`config.mk`:
```
export PLATFORM = sky130hd
export DESIGN_NAME = mc_main_fsm
export DESIGN_NICKNAME = d
export VERILOG_FILES = /design/src/rtl/mc_main_fsm.sv
export SDC_FILE = /design/constraint.sdc
export NUM_CORES = 1
export LEC_CHECK = 0
export BUFFER_PORTS_ARGS = -buffer_cell sky130_fd_sc_hd__buf_2
export CELL_PAD_IN_SITES_DETAIL_PLACEMENT = 0
export CELL_PAD_IN_SITES_GLOBAL_PLACEMENT = 1
export CORE_ASPECT_RATIO = 0.75
export CORE_MARGIN = 4
export CORE_UTILIZATION = 35
export DETAILED_ROUTE_END_ITERATION = 16
export PLACE_DENSITY_LB_ADDON = 0.1
export SLEW_MARGIN = 15
export SYNTH_ARGS = -nofsm -noshare
export SYNTH_HDL_FRONTEND = slang
export SYNTH_SLANG_ARGS = --single-unit
```
`constraint.sdc`:
```
create_clock -name clk -period 3.3 [get_ports clk]
set_clock_uncertainty 0.05 [all_clocks]
set_input_delay 0.165 -clock clk [delete_from_list [all_inputs] [get_ports clk]]
set_output_delay 0.165 -clock clk [all_outputs]
set_load 0.01 [all_outputs]
```
`src/rtl/mc_main_fsm.sv`:
```
// mc_main_fsm
// Main control state machine for the multicycle ARM core. Sequences the
// shared memory port and shared ALU through fetch / decode / address /
// access / writeback steps for data-processing, load/store (word, byte,
// halfword) and B/BL instructions. Write and branch outputs are
// unconditioned intents; condition gating happens downstream.
//
// Ports:
//   clk         core clock, rising-edge
//   reset       asynchronous active-low reset
//   Op          instruction [27:26]
//   Funct       instruction [25:20]
//   Src2        instruction [11:0] (only [7] and [4] used)
//   MemReady    memory completes the current request this cycle
//   MemReq      memory request (fetch, load, store)
//   AdrSrc      address select: 0 = PC, 1 = ALU result register
//   IRWrite     instruction register load strobe
//   NextPC      PC load strobe
//   ALUSrcA     0 = Rn, 1 = PC
//   ALUSrcB     00 Rm, 01 ext imm, 10 const 4, 11 const 0
//   ResultSrc   00 ALU result reg, 01 read data, 10 ALU result direct
//   RegW        register write intent
//   MemW        memory write intent
//   Branch      branch intent
//   ALUOp       ALU decoder enable
//   BLSrc       force write destination to R14
//   InstrDone   one-cycle retire pulse
//   Illegal     one-cycle pulse on decode of Op = 11
//   RetireCount retired instruction count (wraps)
module mc_main_fsm (
  input  logic        clk,
  input  logic        reset,
  input  logic [1:0]  Op,
  input  logic [5:0]  Funct,
  input  logic [11:0] Src2,
  input  logic        MemReady,
  output logic        MemReq,
  output logic        AdrSrc,
  output logic        IRWrite,
  output logic        NextPC,
  output logic        ALUSrcA,
  output logic [1:0]  ALUSrcB,
  output logic [1:0]  ResultSrc,
  output logic        RegW,
  output logic        MemW,
  output logic        Branch,
  output logic        ALUOp,
  output logic        BLSrc,
  output logic        InstrDone,
  output logic        Illegal,
  output logic [31:0] RetireCount
);

  typedef enum logic [3:0] {
    S_FETCH  = 4'd0,
    S_DECODE = 4'd1,
    S_MEMADR = 4'd2,
    S_MEMRD  = 4'd3,
    S_MEMWB  = 4'd4,
    S_MEMWR  = 4'd5,
    S_EXECR  = 4'd6,
    S_EXECI  = 4'd7,
    S_ALUWB  = 4'd8,
    S_BRANCH = 4'd9,
    S_LINK   = 4'd10
  } state_t;

  state_t      state_q, state_d;
  logic [31:0] retire_count_q, retire_count_d;
  logic        is_mem_s;
  logic        is_cmp_s;
  logic        unused_s;

  // Memory class: LDR/STR family, or the extra-memory halfword/signed forms
  // that share Op = 00 but carry Src2[7] = Src2[4] = 1 with Funct[5] = 0.
  assign is_mem_s = (Op == 2'b01) |
                    ((Op == 2'b00) & ~Funct[5] & Src2[7] & Src2[4]);
  // Compare class (TST/TEQ/CMP/CMN) produces flags only, no writeback.
  assign is_cmp_s = (Funct[4:3] == 2'b10);
  assign unused_s = ^{Funct[2:1], Src2[11:8], Src2[6:5], Src2[3:0]};

  assign RetireCount = retire_count_q;

  // State and retire counter registers.
  always_ff @(posedge clk or negedge reset) begin
    if (!reset) begin
      state_q        <= S_FETCH;
      retire_count_q <= 32'd0;
    end else begin
      state_q        <= state_d;
      retire_count_q <= retire_count_d;
    end
  end

  // Next-state logic.
  always_comb begin
    state_d = state_q;
    case (state_q)
      S_FETCH: begin
        if (MemReady) state_d = S_DECODE;
        else          state_d = S_FETCH;
      end
      S_DECODE: begin
        if (is_mem_s) begin
          state_d = S_MEMADR;
        end else if (Op == 2'b00) begin
          if (Funct[5]) state_d = S_EXECI;
          else          state_d = S_EXECR;
        end else if (Op == 2'b10) begin
          if (Funct[4]) state_d = S_LINK;
          else          state_d = S_BRANCH;
        end else begin
          state_d = S_FETCH;
        end
      end
      S_MEMADR: begin
        if (Funct[0]) state_d = S_MEMRD;
        else          state_d = S_MEMWR;
      end
      S_MEMRD: begin
        if (MemReady) state_d = S_MEMWB;
        else          state_d = S_MEMRD;
      end
      S_MEMWB:  state_d = S_FETCH;
      S_MEMWR: begin
        if (MemReady) state_d = S_FETCH;
        else          state_d = S_MEMWR;
      end
      S_EXECR, S_EXECI: begin
        if (is_cmp_s) state_d = S_FETCH;
        else          state_d = S_ALUWB;
      end
      S_ALUWB:  state_d = S_FETCH;
      S_LINK:   state_d = S_BRANCH;
      S_BRANCH: state_d = S_FETCH;
      default:  state_d = S_FETCH;
    endcase
  end

  // Output decode; strobes are forced low while reset is held.
  always_comb begin
    MemReq    = 1'b0;
    AdrSrc    = 1'b0;
    IRWrite   = 1'b0;
    NextPC    = 1'b0;
    ALUSrcA   = 1'b0;
    ALUSrcB   = 2'b00;
    ResultSrc = 2'b00;
    RegW      = 1'b0;
    MemW      = 1'b0;
    Branch    = 1'b0;
    ALUOp     = 1'b0;
    BLSrc     = 1'b0;
    InstrDone = 1'b0;
    Illegal   = 1'b0;
    case (state_q)
      S_FETCH: begin
        MemReq    = 1'b1;
        ALUSrcA   = 1'b1;
        ALUSrcB   = 2'b10;
        ResultSrc = 2'b10;
        IRWrite   = MemReady;
        NextPC    = MemReady;
      end
      S_DECODE: begin
        ALUSrcA   = 1'b1;
        ALUSrcB   = 2'b10;
        ResultSrc = 2'b10;
        Illegal   = (Op == 2'b11);
        InstrDone = (Op == 2'b11);
      end
      S_MEMADR: begin
        ALUSrcB = 2'b01;
      end
      S_MEMRD: begin
        MemReq = 1'b1;
        AdrSrc = 1'b1;
      end
      S_MEMWB: begin
        ResultSrc = 2'b01;
        RegW      = 1'b1;
        InstrDone = 1'b1;
      end
      S_MEMWR: begin
        MemReq    = 1'b1;
        MemW      = 1'b1;
        AdrSrc    = 1'b1;
        InstrDone = MemReady;
      end
      S_EXECR: begin
        ALUOp     = 1'b1;
        InstrDone = is_cmp_s;
      end
      S_EXECI: begin
        ALUOp     = 1'b1;
        ALUSrcB   = 2'b01;
        InstrDone = is_cmp_s;
      end
      S_ALUWB: begin
        RegW      = 1'b1;
        InstrDone = 1'b1;
      end
      S_LINK: begin
        ALUSrcA   = 1'b1;
        ALUSrcB   = 2'b11;
        ResultSrc = 2'b10;
        RegW      = 1'b1;
        BLSrc     = 1'b1;
      end
      S_BRANCH: begin
        ALUSrcB   = 2'b01;
        ResultSrc = 2'b10;
        Branch    = 1'b1;
        InstrDone = 1'b1;
      end
      default: begin
        MemReq = 1'b0;
      end
    endcase
    if (!reset) begin
      MemReq    = 1'b0;
      IRWrite   = 1'b0;
      NextPC    = 1'b0;
      RegW      = 1'b0;
      MemW      = 1'b0;
      Branch    = 1'b0;
      InstrDone = 1'b0;
      Illegal   = 1'b0;
    end else begin
      BLSrc = BLSrc;
    end
  end

  // Retire counter advances on every retiring cycle.
  always_comb begin
    if (InstrDone) retire_count_d = retire_count_q + 32'd1;
    else           retire_count_d = retire_count_q;
  end

endmodule

```
## After elaboration in Yosys (flattened, before gate mapping)

Cells that the tools add are included.

| cells by class | value |
|---|---|
| add/subtract/negate cells | 1 |
| $mul | 0 |
| divide/modulo/power cells | 0 |
| order comparisons | 0 |
| equality and inequality tests | 14 |
| shift-type cells | 0 |
| muxes and demuxes | 31 |
| bitwise gates (word level) | 5 |
| reductions and logical operators | 11 |

Operators by type and width:

| operator | count |
|---|---|
| 32-bit by 1-bit adder with 32-bit output (second input constant) | 1 |
| 4-bit case mux with 7 select lines | 1 |
| 1-bit two-way mux | 19 |
| 4-bit by 3-bit equality test with 1-bit output (second input constant) | 4 |
| 4-bit two-way mux | 4 |
| 3-bit OR reduction | 5 |
| 4-bit equality test (second input constant) | 3 |
| 3-bit two-way mux | 3 |
| 4-bit by 2-bit equality test with 1-bit output (second input constant) | 2 |
| 2-bit equality test (second input constant) | 3 |
| 2-bit case mux with 3 select lines | 1 |
| 2-bit OR reduction | 3 |
| 4-bit by 1-bit equality test with 1-bit output (second input constant) | 1 |
| 4-bit zero test | 1 |
| 1-bit case mux with 4 select lines | 1 |
| 2-bit case mux with 2 select lines | 1 |
| 4-bit OR reduction | 1 |
| 1-bit bitwise AND | 3 |
| 2-bit by 1-bit equality test with 1-bit output (second input constant) | 1 |
| 2-bit zero test | 1 |
| 2-bit two-way mux | 1 |
| 1-bit inverter | 1 |
| 1-bit OR | 1 |

| storage, ports and cells | value |
|---|---|
| flip-flop bits (word level) | 36 |
| bits in latches | 0 |
| RAM bits | 0 |
| bits in read-only memories | 0 |
| bits of input ports | 23 |
| output and inout bits | 48 |
| logic and storage cells | 64 |
| memories | 0 |

## Depth between registers and ports, before layout

| depth | value |
|---|---|
| word-level depth | 7 |
| depth in mapped cells | 7 |
| gate-level depth less buffers | 6 |

## Worst setup path before layout

No wires, ideal clock.

| path | value |
|---|---|
| path kind | reg2reg |
| start | register state_q[2] |
| end | register retire_count_q[1] (netlist: RetireCount[1]) |
| setup time | 0.125 ns |
| data arrival time | 1.729 ns |
| data required time | 3.125 ns |
| slack | 1.396 ns |
| cell stages (with the launch flop) | 6 |
| buffers on the path | 0 |
| clock period less this slack | 1.904 ns |
| cells stage by stage | dfrtp_1 -> nand2b_1 -> a21boi_0 -> o221a_2 -> nor2_1 -> mux2_2 |

| between the ends | value |
|---|---|
| word-level cells in the longest chain between the ends | 4 |
| elaborated cells on any way between the ends | 11 |
| classes of those cells | eq/ne (7); mux (2); reduce/logical (2) |

RTL lines:

| item | RTL line | text |
|---|---|---|
| start: declaration | 68 | `state_t state_q, state_d;` |
| start signal: assignment | 90 | `state_q <= state_d;` |
| 4-bit equality test or 4-bit by 3-bit equality test with 1-bit output (tied branches) | 156 | `case (state_q)` |
| 3-bit OR reduction (no line) or 2-bit OR reduction (tied branches) | -- |  |
| 1-bit case mux with 4 select lines (*) | 156 |  |
| 1-bit two-way mux (*) | 220 | `if (!reset) begin` |
| via InstrDone | 49 | `output logic InstrDone,` |
| end signal: assignment | 91 | `retire_count_q <= retire_count_d;` |
| end: declaration | 69 | `logic [31:0] retire_count_q, retire_count_d;` |

Mark *: on every way through the listed nets, which the timed path passes. The rest lies on a longest branch.
A chain may end at the register's enable or synchronous reset.

## Worst setup path after layout

| path | value |
|---|---|
| start | register state_q[2] |
| end | output InstrDone |

| between the ends | value |
|---|---|
| word-level cells in the longest chain between the ends | 4 |
| elaborated cells on any way between the ends | 11 |
| classes of those cells | eq/ne (7); mux (2); reduce/logical (2) |

RTL lines:

| item | RTL line |
|---|---|
| 4-bit equality test or 4-bit by 3-bit equality test with 1-bit output (tied branches) | 156 |
| 3-bit OR reduction (no line) or 2-bit OR reduction (tied branches) | -- |
| 1-bit case mux with 4 select lines (*) | 156 |
| 1-bit two-way mux (*) | 220 |
| end: declaration | 49 |

Every way passes the cells marked *; elsewhere a longest branch is shown, timed or not.

==> qor.yml <==
sta:
  rsz0062_at_grt: "false"
  report.final.hold_viol_count: 0
  maxSlewViolCount: 0
  fin_tns_setup_ps: 0
  worst_slew_pin_slew_ps: 681.4
  setup_viol: 0
  slew_headroom_pct: 54.16
  min_period_ps: 2370
  fmax_mhz: 422.0
  fin_crit_sh_pct: 71.80
logic_synthesis:
  yosys-top-cells-area: "dfrtp_1 47%, xnor2_1 11%, nand3_1 4.2%"
  synth_largest_type_area_fraction_pct: 47.18
  yosysSeqAreaShare_pct: 47.18
  synth_cells: 199
  synth_seq_cells: 36
  synthArstFlopShare_pct: 100.0
  yosysWarnings: 0
  synth_ff_type: "dfrtp_1"
  synthTopCellsByCount: "36 x dfrtp_1, 25 x xnor2_1, 20 x nand2_1, 16 x nand3_1, 14 x nor2_1"
  synth_area_leader_cell: "dfrtp_1"
  syn_area_um2: 1909
  yosysMostFrequentCell: "dfrtp_1"
  syn-num-nets: 223
  avgSynthCellArea_um2: 9.595
  synth_edf_count: 0
  yosysUniqueCellTypes: 33
drt:
  top_layer: "met4"
  wl_met3_um: 258
  wire_per_inst_um: 13.36
  postRouteAntennaNets: 0
  drc: 0
  routed-wl-met2_um: 1720
  totalWireLength_um: 4450
  drt_iter0_markers: 55
  vias: 1587
  wl_met1_um: 2455
  vias_per_cell: 4.766
  dr.pass1.iters: 4
pwr:
  ir_drop_mv: 0.3658
  leakagePower_nw: 1.200
  p_per_area_nw_per_um2: 591.4
  power.total_mw: 1.410
worst_setup_path:
  required_ps: 3080
  crit_path_start_kind: "flip-flop"
  crit_fanout: 15
  ff2ff_path_depth: 6
  rr_endpoint: "RetireCount[26]"
  r2r_start: "state_q[2]"
  criticalPathCategory: "reg2out"
  startpoint: "state_q[2]"
  endpoint: "InstrDone"
  cp.arrival_ps: 2150
  rrSetupSlack_ps: 1080
  crit_path_end_kind: "output pin"
grt:
  grt_max_degree: 34
  antenna_found_initial: 0
  grtUsageTotal_pct: 13.55
  grt-ovfl-total: 0
  grt_first_pass_wirelength_um: 7176
  grt_pass1_vias: 1460
placement:
  io_buffer_count: 58
  dp_hpwl_um: 3397
  globalplace.congestion: 0.7908
  dp_cells: 324
die:
  die_area_um2: 6713
  ios: 71
  die_h_um: 71.97
  start_util_pct: 37.49
  placementRows: 22
  core_um2: 5092
  die_w_um: 93.29
clock_tree:
  clock_path_buffers: 2
  cts_buffers: 5
  cts_tree: "yes"
  cts-htree-levels: 2
  cts_setup_buffers: 0
  post_cts.resized_instances: 0
  insertion_delay_ps: 290
  cts_root_buffer: "clkbuf_8"
  cts_hold_buf: 1
  numClockSinks: 36
  clk_pin_slew_ps: 70
status:
  status: "complete, no violations"
layout:
  stdcell_count: 333
  layout.nets: 284
  postLayoutCoreUtil_pct: 46.83
  area_delta_synth_final_pct: 24.90
  antenna_cells: 0
  layout-drive-gt1-share_pct: 29.89
hold_path:
  hp-class: "in2reg"
flow_run:
  max_cap_violations: 0
## worst min path at each step
stage | to | cells after the start | slack, ps | start
2_1_floorplan | RetireCount[0] | 0 | -180 | reset
3_3_place_gp | RetireCount[3] | 1 | -3 | reset
3_5_place_dp | RetireCount[19] | 1 | 2 | reset
4_1_cts | state_q[1] | 2 | 100 | Funct[4]
5_1_grt | state_q[1] | 2 | 100 | Funct[4]
6_report | state_q[1] | 2 | 110 | Funct[4]
## final cells by class
class                   count  area [µm²]
fillers                   503        2708
multi-input cells         150       948.4
flip-flops and latches     36       900.9
clock buffers               5       68.82
well taps                  72       90.09
repair buffers             60       307.8
clock inverters             3       42.54
inverters                   7       26.28
## routing by layer
metal,vias to the layer above,GRT usage [%]
li1,803,-
met1,744,20.56
met2,38,18.38
met3,2,4.456
met4,0,3.415
met5,-,0
## metrics by stage
step	instance area, µm²	setup slack (ps)	hold slack (ps)
finish	2385	930.5	109.8
global route	2385	696.6	104.5
CTS	2385	912.6	97.36
detailed placement	2263	1069	1.758
global placement	2263	1068	-2.698
floorplan	1909	1396	-180.6
## registers in the layout (all words and copies together) (netlist names)
register,flops
RetireCount,32
state_q,4
## power by group
part / leakage, nW / switching (mW) / internal, mW
clock network: 0.0541 / 0.161 / 0.224
logic: 0.656 / 0.252 / 0.199
registers: 0.490 / 0.0964 / 0.479
total: 1.20 / 0.509 / 0.902
## cells in the final DEF, fill, tap and decap left out, drive strengths merged, types with 5 or more instances in the layout
cell type	Yosys	routed
a21oi	7	7
nor3	12	12
dfrtp	36	36
o21ai	7	7
and3	8	8
inv	7	7
nand4	6	6
nand2b	5	5
nand3	16	16
nor2	14	14
xnor2	25	25
clkbuf	3	5
buf	3	59
xor2	7	7
nand2	20	20
## kinds of logic (layout without fill, tap and decap cells)
| logic type | after synthesis | in the layout | synth area share (%) |
|---|---|---|---|
| fa+ha+maj | 1 | 1 | 0.6552 |
| compound gates | 23 | 23 | 7.798 |
| xor+xnor | 32 | 32 | 14.68 |
| flops | 36 | 36 | 47.18 |
| buf+inv | 13 | 75 | 3.146 |
| simple gates | 93 | 93 | 25.95 |
| mux | 1 | 1 | 0.5897 |
## worst max-delay path, cell delays in order (launching register included)
cell and delay (ps):
dfrtp_1 550, nand2b_1 300, a21boi_0 170, o221a_2 320, nor2_1 330, buf_2 210
Note: power is estimated with default switching activity, not from simulation.
